`src/rtl/bus_fabric_if.sv`:
```
// Signal bundle for bus_fabric: source drivers, resolved bus, contention status and trace access.
// The master side drives sources and trace controls; the slave side is the fabric itself.
interface bus_fabric_if #(
    parameter int WIDTH       = 16,
    parameter int NUM_SRC     = 8,
    parameter int TRACE_DEPTH = 16
);
    localparam int IDX_W = $clog2(TRACE_DEPTH);

    logic [NUM_SRC*WIDTH-1:0] src_data;
    logic [NUM_SRC-1:0]       src_en;
    logic [WIDTH-1:0]         bus;
    logic                     bus_valid;
    logic                     contention;
    logic                     contention_sticky;
    logic [NUM_SRC-1:0]       contention_src;
    logic                     err_clear;
    logic                     trace_en;
    logic                     trace_clear;
    logic [IDX_W-1:0]         trace_rd_idx;
    logic [WIDTH-1:0]         trace_rd_data;
    logic [IDX_W:0]           trace_count;
    logic                     trace_full;
    logic                     trace_overflow;

    modport master (
        output src_data, src_en, err_clear, trace_en, trace_clear, trace_rd_idx,
        input  bus, bus_valid, contention, contention_sticky, contention_src,
               trace_rd_data, trace_count, trace_full, trace_overflow
    );

    modport slave (
        input  src_data, src_en, err_clear, trace_en, trace_clear, trace_rd_idx,
        output bus, bus_valid, contention, contention_sticky, contention_src,
               trace_rd_data, trace_count, trace_full, trace_overflow
    );
endinterface

```
`src/rtl/bus_fabric.sv`:
```
// Shared-bus fabric: resolves NUM_SRC drivers onto one bus, latches the first contention,
// and keeps an indexed trace of recent bus values for post-halt replay.
module bus_fabric #(
    parameter int WIDTH              = 16,
    parameter int NUM_SRC            = 8,
    parameter int TRACE_DEPTH        = 16,
    parameter int PRIORITY_MODE      = 1,
    parameter int TRACE_STOP_ON_FULL = 0
) (
    input logic         clk,
    input logic         rst,
    bus_fabric_if.slave bif
);
    localparam int IDX_W = $clog2(TRACE_DEPTH);
    localparam int CNT_W = IDX_W + 1;

    logic [WIDTH-1:0]   bus_val;
    logic               any_en;
    logic               multi_en;
    logic               sticky;
    logic [NUM_SRC-1:0] snap;
    logic [WIDTH-1:0]   mem [TRACE_DEPTH];
    logic [IDX_W-1:0]   wr_ptr;
    logic [CNT_W-1:0]   count;
    logic               full;
    logic               overflow;
    logic [WIDTH-1:0]   rd_data;
    logic               capture;
    logic               mem_we;
    logic [IDX_W-1:0]   rd_base;
    logic [IDX_W-1:0]   rd_addr;

    // NOTE: every variable assigned in always_comb gets a default first, so no path can infer a latch.
    always_comb begin
        bus_val = '0;
        if (PRIORITY_MODE != 0) begin
            // Walk downward so the lowest enabled index is the last (winning) assignment.
            for (int i = NUM_SRC - 1; i >= 0; i--) begin
                if (bif.src_en[i]) bus_val = bif.src_data[i*WIDTH +: WIDTH];
            end
        end else begin
            for (int i = 0; i < NUM_SRC; i++) begin
                if (bif.src_en[i]) bus_val = bus_val | bif.src_data[i*WIDTH +: WIDTH];
            end
        end
    end

    assign any_en   = |bif.src_en;
    assign multi_en = |(bif.src_en & (bif.src_en - NUM_SRC'(1)));

    // NOTE: sequential state uses non-blocking assignments so every register samples pre-edge values.
    always_ff @(posedge clk) begin
        if (rst) begin
            sticky <= 1'b0;
            snap   <= '0;
        end else if (bif.err_clear) begin
            sticky <= 1'b0;
            snap   <= '0;
        end else if (multi_en && !sticky) begin
            sticky <= 1'b1;
            snap   <= bif.src_en;
        end
    end

    assign full    = (count == CNT_W'(TRACE_DEPTH));
    assign capture = bif.trace_en & any_en & ~bif.trace_clear;
    assign mem_we  = capture & ~rst & (~full | (TRACE_STOP_ON_FULL == 0));
    assign rd_base = full ? wr_ptr : '0;
    assign rd_addr = rd_base + bif.trace_rd_idx;

    // NOTE: the trace memory has no reset; validity is tracked by count, which keeps it a plain RAM.
    always_ff @(posedge clk) begin
        if (mem_we) mem[wr_ptr] <= bus_val;
    end

    always_ff @(posedge clk) begin
        if (rst) begin
            wr_ptr   <= '0;
            count    <= '0;
            overflow <= 1'b0;
            rd_data  <= '0;
        end else begin
            rd_data <= ({1'b0, bif.trace_rd_idx} < count) ? mem[rd_addr] : '0;
            if (bif.trace_clear) begin
                wr_ptr   <= '0;
                count    <= '0;
                overflow <= 1'b0;
            end else if (capture) begin
                if (!full) begin
                    wr_ptr <= wr_ptr + IDX_W'(1);
                    count  <= count + CNT_W'(1);
                end else begin
                    overflow <= 1'b1;
                    if (TRACE_STOP_ON_FULL == 0) wr_ptr <= wr_ptr + IDX_W'(1);
                end
            end
        end
    end

    assign bif.bus               = bus_val;
    assign bif.bus_valid         = any_en;
    assign bif.contention        = multi_en;
    assign bif.contention_sticky = sticky;
    assign bif.contention_src    = snap;
    assign bif.trace_rd_data     = rd_data;
    assign bif.trace_count       = count;
    assign bif.trace_full        = full;
    assign bif.trace_overflow    = overflow;
endmodule

```
`src/flat_wrapper.sv`:
```
// flat-port wrapper written by rule: the top's interface ports become plain ports
module bus_fabric_flat 
#(
    parameter int WIDTH              = 16,
    parameter int NUM_SRC            = 8,
    parameter int TRACE_DEPTH        = 16,
    parameter int PRIORITY_MODE      = 1,
    parameter int TRACE_STOP_ON_FULL = 0
)
  (clk, rst, bif_src_data, bif_src_en, bif_err_clear, bif_trace_en, bif_trace_clear, bif_trace_rd_idx, bif_bus, bif_bus_valid, bif_contention, bif_contention_sticky, bif_contention_src, bif_trace_rd_data, bif_trace_count, bif_trace_full, bif_trace_overflow);
  bus_fabric_if #(.WIDTH(WIDTH), .NUM_SRC(NUM_SRC), .TRACE_DEPTH(TRACE_DEPTH)) bif_i ();
  input logic clk;
  input logic rst;
  input wire logic [$bits(bif_i.src_data)-1:0] bif_src_data;
  input wire logic [$bits(bif_i.src_en)-1:0] bif_src_en;
  input wire logic [$bits(bif_i.err_clear)-1:0] bif_err_clear;
  input wire logic [$bits(bif_i.trace_en)-1:0] bif_trace_en;
  input wire logic [$bits(bif_i.trace_clear)-1:0] bif_trace_clear;
  input wire logic [$bits(bif_i.trace_rd_idx)-1:0] bif_trace_rd_idx;
  output wire logic [$bits(bif_i.bus)-1:0] bif_bus;
  output wire logic [$bits(bif_i.bus_valid)-1:0] bif_bus_valid;
  output wire logic [$bits(bif_i.contention)-1:0] bif_contention;
  output wire logic [$bits(bif_i.contention_sticky)-1:0] bif_contention_sticky;
  output wire logic [$bits(bif_i.contention_src)-1:0] bif_contention_src;
  output wire logic [$bits(bif_i.trace_rd_data)-1:0] bif_trace_rd_data;
  output wire logic [$bits(bif_i.trace_count)-1:0] bif_trace_count;
  output wire logic [$bits(bif_i.trace_full)-1:0] bif_trace_full;
  output wire logic [$bits(bif_i.trace_overflow)-1:0] bif_trace_overflow;
  assign bif_i.src_data = bif_src_data;
  assign bif_i.src_en = bif_src_en;
  assign bif_i.err_clear = bif_err_clear;
  assign bif_i.trace_en = bif_trace_en;
  assign bif_i.trace_clear = bif_trace_clear;
  assign bif_i.trace_rd_idx = bif_trace_rd_idx;
  assign bif_bus = bif_i.bus;
  assign bif_bus_valid = bif_i.bus_valid;
  assign bif_contention = bif_i.contention;
  assign bif_contention_sticky = bif_i.contention_sticky;
  assign bif_contention_src = bif_i.contention_src;
  assign bif_trace_rd_data = bif_i.trace_rd_data;
  assign bif_trace_count = bif_i.trace_count;
  assign bif_trace_full = bif_i.trace_full;
  assign bif_trace_overflow = bif_i.trace_overflow;
  bus_fabric #(.WIDTH(WIDTH), .NUM_SRC(NUM_SRC), .TRACE_DEPTH(TRACE_DEPTH), .PRIORITY_MODE(PRIORITY_MODE), .TRACE_STOP_ON_FULL(TRACE_STOP_ON_FULL)) u_core (.clk(clk), .rst(rst), .bif(bif_i));
endmodule
```
`config.mk`:
```
export PLATFORM = sky130hd
export DESIGN_NAME = bus_fabric_flat
export DESIGN_NICKNAME = d
export VERILOG_FILES = /design/src/rtl/bus_fabric_if.sv /design/src/rtl/bus_fabric.sv /design/src/flat_wrapper.sv
export SDC_FILE = /design/constraint.sdc
export NUM_CORES = 1
export LEC_CHECK = 0
export ABC_AREA = 0
export BUFFER_PORTS_ARGS = -buffer_cell sky130_fd_sc_hd__buf_2
export CAP_MARGIN = 20
export CORE_MARGIN = 3
export CORE_UTILIZATION = 36
export CTS_CLUSTER_DIAMETER = 150
export DETAILED_ROUTE_END_ITERATION = 8
export SLEW_MARGIN = 20
export SYNTH_ARGS = -nofsm -noshare
export SYNTH_HDL_FRONTEND = slang
export SYNTH_SLANG_ARGS = --single-unit
export TNS_END_PERCENT = 20
```
`constraint.sdc`:
```
create_clock -name clk -period 6.6 [get_ports clk]
set_clock_uncertainty 0.2 [all_clocks]
set_input_delay 0.99 -clock clk [delete_from_list [all_inputs] [get_ports clk]]
set_output_delay 0.99 -clock clk [all_outputs]
set_load 0.02 [all_outputs]
```
==> impl_metrics.ini <==
[outcome]
status = completed

[setup_path]
critPathMaxFanout = 36
cpMostUsedCell = buf_2
crit_chain = buf_2 > a21oi_1 > o21ai_0 > a221oi_1 > o31ai_1 > a22o_1 > buf_2
cp-start-kind = input pin
critPathCaptureType = output port
worst_path_max_delay_cell = a22o_1
path_buf_inv = 2
arrival_ns = 3.17
critPathMaxStageDelay_ns = 0.65
crit_required_ns = 5.41
crit_type = input pin to output port
crit_family = compound AO/OA/AOI/OAI gates

[placement]
portBuffers = 194
dpl.hpwl_mm = 22.3
gp_congestion = 0.932

[detailed_routing]
ant_nets = 0
wirelength_mm = 33.6
drc = 0
detail_route.wl_per_cell_microns = 22.7
vias = 7991
drtPass1Iterations = 5
drtIter0Drc = 544
vias_per_cell = 5.41

[synth]
synth_edf_count = 256
synth_area_sq_um = 12900
ys_ff_latch = 291
ys.flop_type = edfxtp_1
synth_cells = 815
syn-num-nets = 973
ys_seq_area_frac = 0.650
synth.avg_cell_area_sq_um = 15.8
ys_async_sr_fraction = 0
synth.distinct_cells = 50
ys_warn_count = 0

[final_layout]
final_core_util = 0.440
mostFrequentLayoutCells = edfxtp_1, buf_2, a21oi_1
n_antenna_cell = 0
area_growth_pct = 19.2
finalNetCount = 1157
final_common_cell = edfxtp_1
drive_gt1_frac = 0.377

[global_routing]
grt_util_met2 = 0.289
grt_pass1_wl_mm = 50.8
grtUsageTotal = 0.174
use_met1 = 0.234
grt_busiest_layer = met2
grtUsageMet3 = 0.0298
gr-total-overflow = 0
grt_start_max_net_pins = 49
grt_pass1_vias = 8247
antenna_found_initial = 0

[sta]
setup_viol = 0
hold_viol = 0
period_needed_ns = 4.36
maxSlewViolCount = 0
rsz0062_at_grt = false
worst_slew_pin_slew_ns = 1.02
fin_crit_sh = 0.661
final.setup.tns_ns = 0
relSlewSlack = 0.323
clock.fmax_ghz = 0.229

[floorplan]
core_sq_um = 35000
io_pins = 195
die_x_microns = 195
die_area_sq_um = 38200
die_h_microns = 195
initial_core_util = 0.369
row_count = 68

[clock_network]
clk_latency_ns = 0.56
path_clk_slew_ns = 0.06
cts_buffers = 30
cts_root_buf = clkbuf_16
cts_hold_buffers = 0
cts_sinks = 291
cts_tree = yes
ctsResizeCount = 0
cts.htree.levels = 1
cts_setup_buffers = 0
clock_path_buffers = 3

[power]
switching_share = 0.220
clock_power_share = 0.426
p_seq_frac = 0.488
comb_power_share = 0.086
p_int_uw = 3260
worst_ir_drop_vdd_mv = 0.218
p_sw_uw = 922
leakage_uw = 0.00547
p_per_area_nw_per_um2 = 272

[flow_run]
maxCapViolations = 0

[worst_hold_path]
hp-class = register to register
## through the flow
| step | cell area, sq um | worst slack, ns | power, uW | cells | hold WS [ns] |
|---|---|---|---|---|---|
| global placement | 14300 | 2.32 | 2440 | 1420 | 0.251 |
| CTS | 15400 | 2.27 | 4230 | 1477 | 0.273 |
| floorplan | 12900 | 3.01 | 2310 | 815 | 0.334 |
| finish | 15400 | 2.24 | 4180 | 1478 | 0.269 |
| global route | 15400 | 2.09 | 4330 | 1478 | 0.329 |
| detailed placement | 14300 | 2.27 | 2440 | 1421 | 0.259 |
## worst paths after layout
check	startpoint	slack [ns]	end	depth (start not counted)
hold / removal	u_core.bif.trace_overflow	0.27	u_core.bif.trace_overflow	2
setup reg to reg	u_core.bif.trace_count[0]	2.67	u_core.bif.trace_rd_data[0]	11
hold reg to reg	u_core.bif.trace_overflow	0.27	u_core.bif.trace_overflow	2
setup / recovery	bif_src_en[6]	2.24	bif_bus[2]	7
## power groups by stage
stage	sequential [uW]	clock [uW]	combinational, uW
final	2040	1780	361
after global routing	2040	1900	394
after CTS	2040	1820	366
after detailed placement	2080	0	365
after global placement	2080	0	362
after floorplan	2090	0	221
## area by class of cell
type / count / area, sq um
inverter: 42 / 158
clock inverter: 17 / 233
sequential: 291 / 8390
fill: 3148 / 19600
tap: 455 / 569
clock buffer: 39 / 835
timing repair buffer: 212 / 1120
multi-input combinational: 422 / 4090
## per-layer routing
metal / wire length [microns] / vias to the layer above
met2: 16100 / 356
li1: - / 3601
met1: 14200 / 3962
met4: 1060 / 0
met3: 2210 / 72
met5: 0 / -
## synthesized netlist by cell type, types with 16 or more instances
library cell  count  share of area
dfxtp_1          35          0.054
inv_1            42          0.012
nor2b_1          32          0.016
o31ai_1          16         0.0093
nand2_1          27         0.0078
nor2_1           37          0.011
a21oi_1          68          0.026
nor3_1           16         0.0062
o21ai_0          16         0.0062
a221oi_1         22          0.015
mux4_2           64           0.11
a22o_1           16          0.011
clkbuf_1         30         0.0087
edfxtp_1        256           0.60
mux2_2           16          0.014
## worst min-delay path, cell delays in order, from the launching register on
cell,delay (ns)
dfxtp_1,0.32
a21oi_1,0.04
nor2_1,0.07
## cell families (layout without fill, tap and decap cells)
| kind of cell | after synthesis | count (layout) | synth area share |
|---|---|---|---|
| compound gates | 175 | 175 | 0.106 |
| xor+xnor | 8 | 8 | 0.00543 |
| fa+ha+maj | 15 | 15 | 0.0147 |
| buf+inv | 102 | 310 | 0.0369 |
| flops | 291 | 291 | 0.650 |
| mux | 89 | 89 | 0.133 |
| simple gates | 135 | 135 | 0.0550 |
## sequential cells by signal, indices dropped and copies added, names as in the netlist
| name | count |
|---|---|
| u_core.bif.contention_src | 8 |
| u_core.bif.contention_sticky | 1 |
| u_core.bif.trace_count | 5 |
| u_core.bif.trace_overflow | 1 |
| u_core.bif.trace_rd_data | 16 |
| u_core.mem | 256 |
| u_core.wr_ptr | 4 |
No activity file was read; power rests on OpenSTA's default activity.
